`src/rtl/my_fifo_pkg.sv`:
```
// my_fifo_pkg: shared default geometry and flag thresholds for the my_fifo block.
package my_fifo_pkg;
    localparam int DEF_DATA_W   = 32;
    localparam int DEF_DEPTH    = 16;
    localparam int DEF_AF_LEVEL = 14;
    localparam int DEF_AE_LEVEL = 2;
    localparam int PTR_W        = $clog2(DEF_DEPTH);
endpackage

```
`src/rtl/my_fifo_mem.sv`:
```
// my_fifo_mem: DEPTH x DATA_W register array, one write port, one registered read port.
// Storage is deliberately left unreset; only the read register clears.
module my_fifo_mem #(
    parameter int DATA_W = 32,
    parameter int DEPTH  = 16,
    parameter int AW     = $clog2(DEPTH)
) (
    input  logic              clk_i,
    input  logic              rst_i,
    input  logic              we_i,
    input  logic [AW-1:0]     waddr_i,
    input  logic [DATA_W-1:0] wdata_i,
    input  logic              re_i,
    input  logic [AW-1:0]     raddr_i,
    output logic [DATA_W-1:0] rdata_o
);
    logic [DATA_W-1:0] mem_q [DEPTH];
    logic [DATA_W-1:0] rdata_q;

    always_ff @(posedge clk_i) begin
        if (we_i) mem_q[waddr_i] <= wdata_i;
    end

    always_ff @(posedge clk_i or posedge rst_i) begin
        if (rst_i) rdata_q <= '0;
        else if (re_i) rdata_q <= mem_q[raddr_i];
    end

    assign rdata_o = rdata_q;
endmodule

```
`src/rtl/my_fifo.sv`:
```
// my_fifo: single-clock FIFO, one operation per cycle selected by W and gated by EN.
// Full/empty come from the occupancy count, so pointer equality is never ambiguous.
module my_fifo
    import my_fifo_pkg::*;
#(
    parameter int DATA_W   = DEF_DATA_W,
    parameter int DEPTH    = DEF_DEPTH,
    parameter int AF_LEVEL = DEF_AF_LEVEL,
    parameter int AE_LEVEL = DEF_AE_LEVEL
) (
    input  logic [DATA_W-1:0] data_i,
    output logic [DATA_W-1:0] data_o,
    input  logic              CLK,
    input  logic              W,
    input  logic              EN,
    output logic              AF,
    output logic              AE,
    output logic              F,
    output logic              E,
    input  logic              RST
);
    localparam int PW = $clog2(DEPTH);

    logic [PW-1:0] wr_ptr_q, wr_ptr_d, rd_ptr_q, rd_ptr_d;
    logic [PW:0]   count_q, count_d;
    logic          wr, rd;

    assign wr = EN & W & ~F;
    assign rd = EN & ~W & ~E;

    always_comb begin
        wr_ptr_d = wr ? wr_ptr_q + PW'(1) : wr_ptr_q;
        rd_ptr_d = rd ? rd_ptr_q + PW'(1) : rd_ptr_q;
        count_d  = wr ? count_q + (PW+1)'(1) : rd ? count_q - (PW+1)'(1) : count_q;
    end

    always_ff @(posedge CLK or posedge RST) begin
        if (RST) begin
            wr_ptr_q <= '0;
            rd_ptr_q <= '0;
            count_q  <= '0;
        end else begin
            wr_ptr_q <= wr_ptr_d;
            rd_ptr_q <= rd_ptr_d;
            count_q  <= count_d;
        end
    end

    assign F  = count_q == (PW+1)'(DEPTH);
    assign E  = count_q == '0;
    assign AF = count_q >= (PW+1)'(AF_LEVEL);
    assign AE = count_q <= (PW+1)'(AE_LEVEL);

    my_fifo_mem #(.DATA_W(DATA_W), .DEPTH(DEPTH), .AW(PW)) u_mem (
        .clk_i   (CLK),
        .rst_i   (RST),
        .we_i    (wr),
        .waddr_i (wr_ptr_q),
        .wdata_i (data_i),
        .re_i    (rd),
        .raddr_i (rd_ptr_q),
        .rdata_o (data_o)
    );
endmodule

```
`config.mk`:
```
export PLATFORM = sky130hd
export DESIGN_NAME = my_fifo
export DESIGN_NICKNAME = d
export VERILOG_FILES = /design/src/rtl/my_fifo_pkg.sv /design/src/rtl/my_fifo_mem.sv /design/src/rtl/my_fifo.sv
export SDC_FILE = /design/constraint.sdc
export NUM_CORES = 1
export LEC_CHECK = 0
export ABC_AREA = 1
export CORE_ASPECT_RATIO = 0.5
export CORE_MARGIN = 4
export CORE_UTILIZATION = 30
export CTS_BUF_LIST = sky130_fd_sc_hd__clkbuf_2
export DETAILED_ROUTE_END_ITERATION = 12
export PLACE_DENSITY_LB_ADDON = 0.1
export RECOVER_POWER = 50
export SLEW_MARGIN = 20
export SYNTH_ARGS = -nofsm -noshare
export SYNTH_HDL_FRONTEND = slang
export SYNTH_SLANG_ARGS = --single-unit
```
`constraint.sdc`:
```
create_clock -name CLK -period 3.9 [get_ports CLK]
set_input_delay 0.78 -clock CLK [delete_from_list [all_inputs] [get_ports CLK]]
set_output_delay 0.78 -clock CLK [all_outputs]
set_load 0.1 [all_outputs]
```
After elaboration in Yosys (flattened, before gate mapping)
Memory sizes are Yosys's and may differ from the RTL's. A register that Yosys moved wholly into a read port is not among the register bits. Cells that the tools add are included.

Logic and storage cells: 24. Register bits: 13. Input port bits: 36. Memory bits (writable): 512. Memories: 1.

Reductions and logical operators: 2. Equality and inequality tests: 1. Multiplexer cells: 4. $lt $le $gt $ge: 2. $add $sub $neg: 4. Bitwise gates (word level): 7.

Memory list: u_mem.mem_q (depth 16, width 32, read ports 1, clocked after memory_dff 1, wr ports 1, line my_fifo_mem.sv:17) `logic [DATA_W-1:0] mem_q [DEPTH];`.

Operators by type and width (number): two-way mux 5 bit (2); adder 4 x 1 -> 4 bit, second input constant (2); adder 5 x 1 -> 5 bit, second input constant (1); equality test 5 bit, second input constant (1); greater-or-equal comparator 5 x 4 -> 1 bit, second input constant (1); <= comparator 5 x 2 -> 1 bit, second input constant (1); logical NOT 5 bit (1); subtractor 5 x 1 -> 5 bit, second input constant (1); bitwise AND 1 bit (4); inverter 1 bit (3); two-way mux 1 bit (2); nonzero test 2 bit (1).

Longest topological paths before layout
Depth in word-level cells: 5. Mapped depth: 12.

Cells and area by module
From an unflattened synthesis, not the netlist that was laid out.

Cell total of the unflattened synthesis: 1936. Area, all modules: 22589.2 um^2.

By module, submodules not included: my_fifo_mem (area an instance 21770.9 um^2, times used 1, cells each 1841); my_fifo (area an instance 818.3 um^2, times used 1, cells each 95).

Worst setup path after synthesis
No wires, ideal clock.

Path type: input port to flip-flop. Start: input port W. End: memory u_mem.mem_q[0][0], enable pin. Data required time: 3.479 ns. Arrival: 2.615 ns. Stages: 4. Setup slack: 0.864 ns. Buffers on the path: 0. Setup time: 0.421 ns. Path through: nand3_2 inv_1 nand2_1 nor2_1.

Word-level cells in the longest chain between the ends: 4.

Ends and longest elaborated chain: start: declaration (line my_fifo.sv:14) `input logic W,`; bitwise AND 1 bit (2 in series) (line my_fifo.sv:28) `assign wr = EN & W & ~F;`; two-way mux 1 bit (line my_fifo_mem.sv:21) `if (we_i) mem_q[waddr_i] <= wdata_i;`; two-way mux 1 bit (implied by the code) (line my_fifo_mem.sv:21); end: declaration (line my_fifo_mem.sv:17).

No other way between the ends.

Final worst setup path
Start: register count_q[1]. End: output port AF.

Word-level cells in the longest chain between the ends: 1.

Ends and longest elaborated chain: start: declaration (line my_fifo.sv:25) `logic [PW:0] count_q, count_d;`; start signal: assignment (line my_fifo.sv:45) `count_q <= count_d;`; greater-or-equal comparator 5 x 4 -> 1 bit (line my_fifo.sv:51) `assign AF = count_q >= (PW+1)'(AF_LEVEL);`; end: declaration (line my_fifo.sv:16) `output logic AF,`.

No other way between the ends.

==> impl_metrics.env <==
export IMPL_antenna_left=0
export IMPL_cts_inserted_buffers=141
export IMPL_final_area_um2=25600
export IMPL_wl_per_cell_um=21.2
export IMPL_syn_area_per_cell_um2=11.8
export IMPL_worstSetupStartpointType="register"
export IMPL_yosys_top_cells_area="edfxtp_1 (68%), nand2_1 (13%), nand3_1 (7.7%)"
export IMPL_cp_slowest_stage_delay_ps=1130
export IMPL_crit_buf_inv=1
export IMPL_area_delta_synth_final_pct=14.2
export IMPL_port_buffer_count=71
export IMPL_drc=0
export IMPL_drt_total_wl_mm=66.3
export IMPL_fin_setup_tns_ps=0
export IMPL_fin_util=0.348
export IMPL_dr_pass1_iters=5
export IMPL_grt_use_total=0.167
export IMPL_core_area_um2=73600
export IMPL_dp_hpwl_mm=37.2
export IMPL_clkSinkCount=557
export IMPL_final_nets=2101
export IMPL_antenna_found_initial=3
export IMPL_grt_pass1_vias=14696
export IMPL_synth_top_area_frac=0.685
export IMPL_dr_total_vias=14561
export IMPL_path_class="reg2out"
export IMPL_status="complete, no violations"
export IMPL_cts_resized=0
export IMPL_period_needed_ps=3650
export IMPL_worst_slew_pin_slew_ps=1380
export IMPL_hold_viol_final=0
export IMPL_cp_required_ps=3120
export IMPL_h_tree_depth=4
export IMPL_syn_nets=1951
export IMPL_hold_path_class="reg2reg"
export IMPL_globalRouteOverflowTotal=0
export IMPL_dp_cells=2884
export IMPL_crit_fanout=5
export IMPL_synth_cells=1906
export IMPL_initial_core_util=0.305
export IMPL_fin_cells=3130
export IMPL_post_cts_buffers=0
export IMPL_synth_seq_cells=557
export IMPL_cp_cell_sequence="nand3_1 -> nand2_1 -> clkdlybuf4s50_1"
export IMPL_ioPinCount=72
export IMPL_max_cap_violations=0
export IMPL_drt_iter0_drc=1106
export IMPL_syn_area_um2=22400
export IMPL_post_synth_num_cell_types=24
export IMPL_place_area_um2=24500
export IMPL_die_y_um=201
export IMPL_synth_seq_area_share=0.735
export IMPL_period_share=0.936
export IMPL_fmax_ghz=0.274
export IMPL_critPathSlowestCell="clkdlybuf4s50_1"
export IMPL_vdd_ir_drop_max_mv=0.401
export IMPL_leakagePower_nw=9.71
export IMPL_cp_end_kind="output port"
export IMPL_power_density_nw_per_um2=722
export IMPL_die_x_um=395
export IMPL_globalplace_congestion=0.729
export IMPL_drive_gt1_frac=0.136
export IMPL_max_slew_margin_rel=0.0777
export IMPL_cts_tree="yes"
export IMPL_fin_skew_ps=79.3
export IMPL_slew_violations=0
export IMPL_ys_warn_count=0
export IMPL_ctsRootBufferMaster="clkbuf_2"
export IMPL_cp_top_family="buffers and inverters"
export IMPL_final_setup_viol_count=0
export IMPL_fp_row_count=70
export IMPL_dieArea_um2=79500
export IMPL_synth_top_area_cell="edfxtp_1"
export IMPL_worstSkewPairLatency_ps=1170
export IMPL_grt_first_pass_wirelength_mm=98.6
export IMPL_grt_start_max_net_pins=137
export IMPL_clk_pin_slew_worst_paths_ps=100
export IMPL_cts_hold_buf=1
export IMPL_arrival_ps=2870
export IMPL_routed_via_density=4.65
export IMPL_ctsLongestPathBuffers=3
-- worst register-to-register path: stages, from the launching register on --
cell and delay [ps]:
dfrtp_1 1220, clkbuf_2 1030, nand3_1 340, nand3_1 140
nand2_1 60, nand2_1 60, nand2_1 180, nand2_1 110
nand2_1 60
-- power by group --
group | total (W) | switching [W] | internal (W)
registers | 0.00733 | 0.000324 | 0.00700
clock network | 0.00393 | 0.00241 | 0.00152
logic | 0.00724 | 0.00542 | 0.00183
-- worst paths after layout --
check                           slack (ps)  cells after the start                end               from
worst max-delay path                   250                      3                 AF         count_q[1]
worst min-delay path                   480                      2  u_mem.rdata_o[30]  u_mem.rdata_o[30]
worst max register to register         590                      8  u_mem.rdata_o[21]        rd_ptr_q[1]
worst min register to register         480                      2  u_mem.rdata_o[30]  u_mem.rdata_o[30]
max in group asynchronous             1300                      4        rd_ptr_q[3]                RST
min in group asynchronous              730                      3  u_mem.rdata_o[28]                RST
-- Yosys cell counts --
library cell	instances
a21oi_1	32
buf_4	12
xor2_1	8
inv_1	16
inv_4	1
fa_1	1
ha_1	8
nor2_1	21
buf_6	13
nand3_1	347
nor2_2	2
edfxtp_1	512
buf_12	1
nand2_1	792
buf_2	68
nand3_2	2
dfrtp_1	45
xnor2_1	1
clkbuf_1	10
buf_1	4
o21ai_0	4
nand4_1	2
nand2_2	1
inv_2	3
-- cell families after synthesis --
kind of cell             after synthesis  synth area share
AO/OA/AOI/OAI                         36           0.00803
XOR/XNOR                               9           0.00351
adder cells (fa/ha/maj)                9           0.00535
buffers and inverters                128            0.0324
flip-flops                           557             0.735
AND/OR/NAND/NOR                     1167             0.216
-- layout by cell type (no fill, tap or decap), types with 2 or more instances in the layout --
cell / n
a21oi_1: 32
buf_12: 22
buf_4: 19
clkbuf_1: 3
clkbuf_2: 221
clkdlybuf4s50_1: 35
clkinv_1: 14
dfrtp_1: 42
dfrtp_2: 2
diode_2: 7
dlygate4sd3_1: 34
edfxtp_1: 512
ha_1: 8
inv_1: 13
inv_2: 8
nand2_1: 793
nand3_1: 349
nand4_1: 2
nor2_1: 8
nor2_4: 14
o21ai_0: 4
xor2_1: 8
-- registers in the layout, summed over array words and instances (netlist names) --
register	cells
u_mem.mem_q	512
count_q	5
rd_ptr_q	4
wr_ptr_q	4
u_mem.rdata_o	32
-- metrics by stage --
stage | total power [W] | worst slack (ps) | hold WS, ps
after floorplan | 0.0124 | 864 | 483
after global placement | 0.0149 | 905 | 466
after detailed placement | 0.0149 | 904 | 464
after CTS | 0.0189 | 82.0 | 322
after global routing | 0.0198 | -12.9 | 384
final | 0.0185 | 249 | 485
-- layer usage --
layer  up-vias  global-route usage  share of wire
li1       6970                   -              -
met1      7205               0.243           0.50
met2       295               0.251           0.44
met3        91              0.0400          0.046
met4         0              0.0389          0.016
met5         -                   0              0
-- cell type report --
cell class                      instances  area [um^2]
Fill cell                            7386        47900
Sequential cell                       557        16500
Multi-Input combinational cell       1221         5310
Timing Repair Buffer                  115         1290
Tap cell                              972         1220
Clock buffer                          219         1100
Clock inverter                         19          101
Inverter                               20         85.1
Antenna cell                            7         17.5
(Power assumes the default switching activity.)
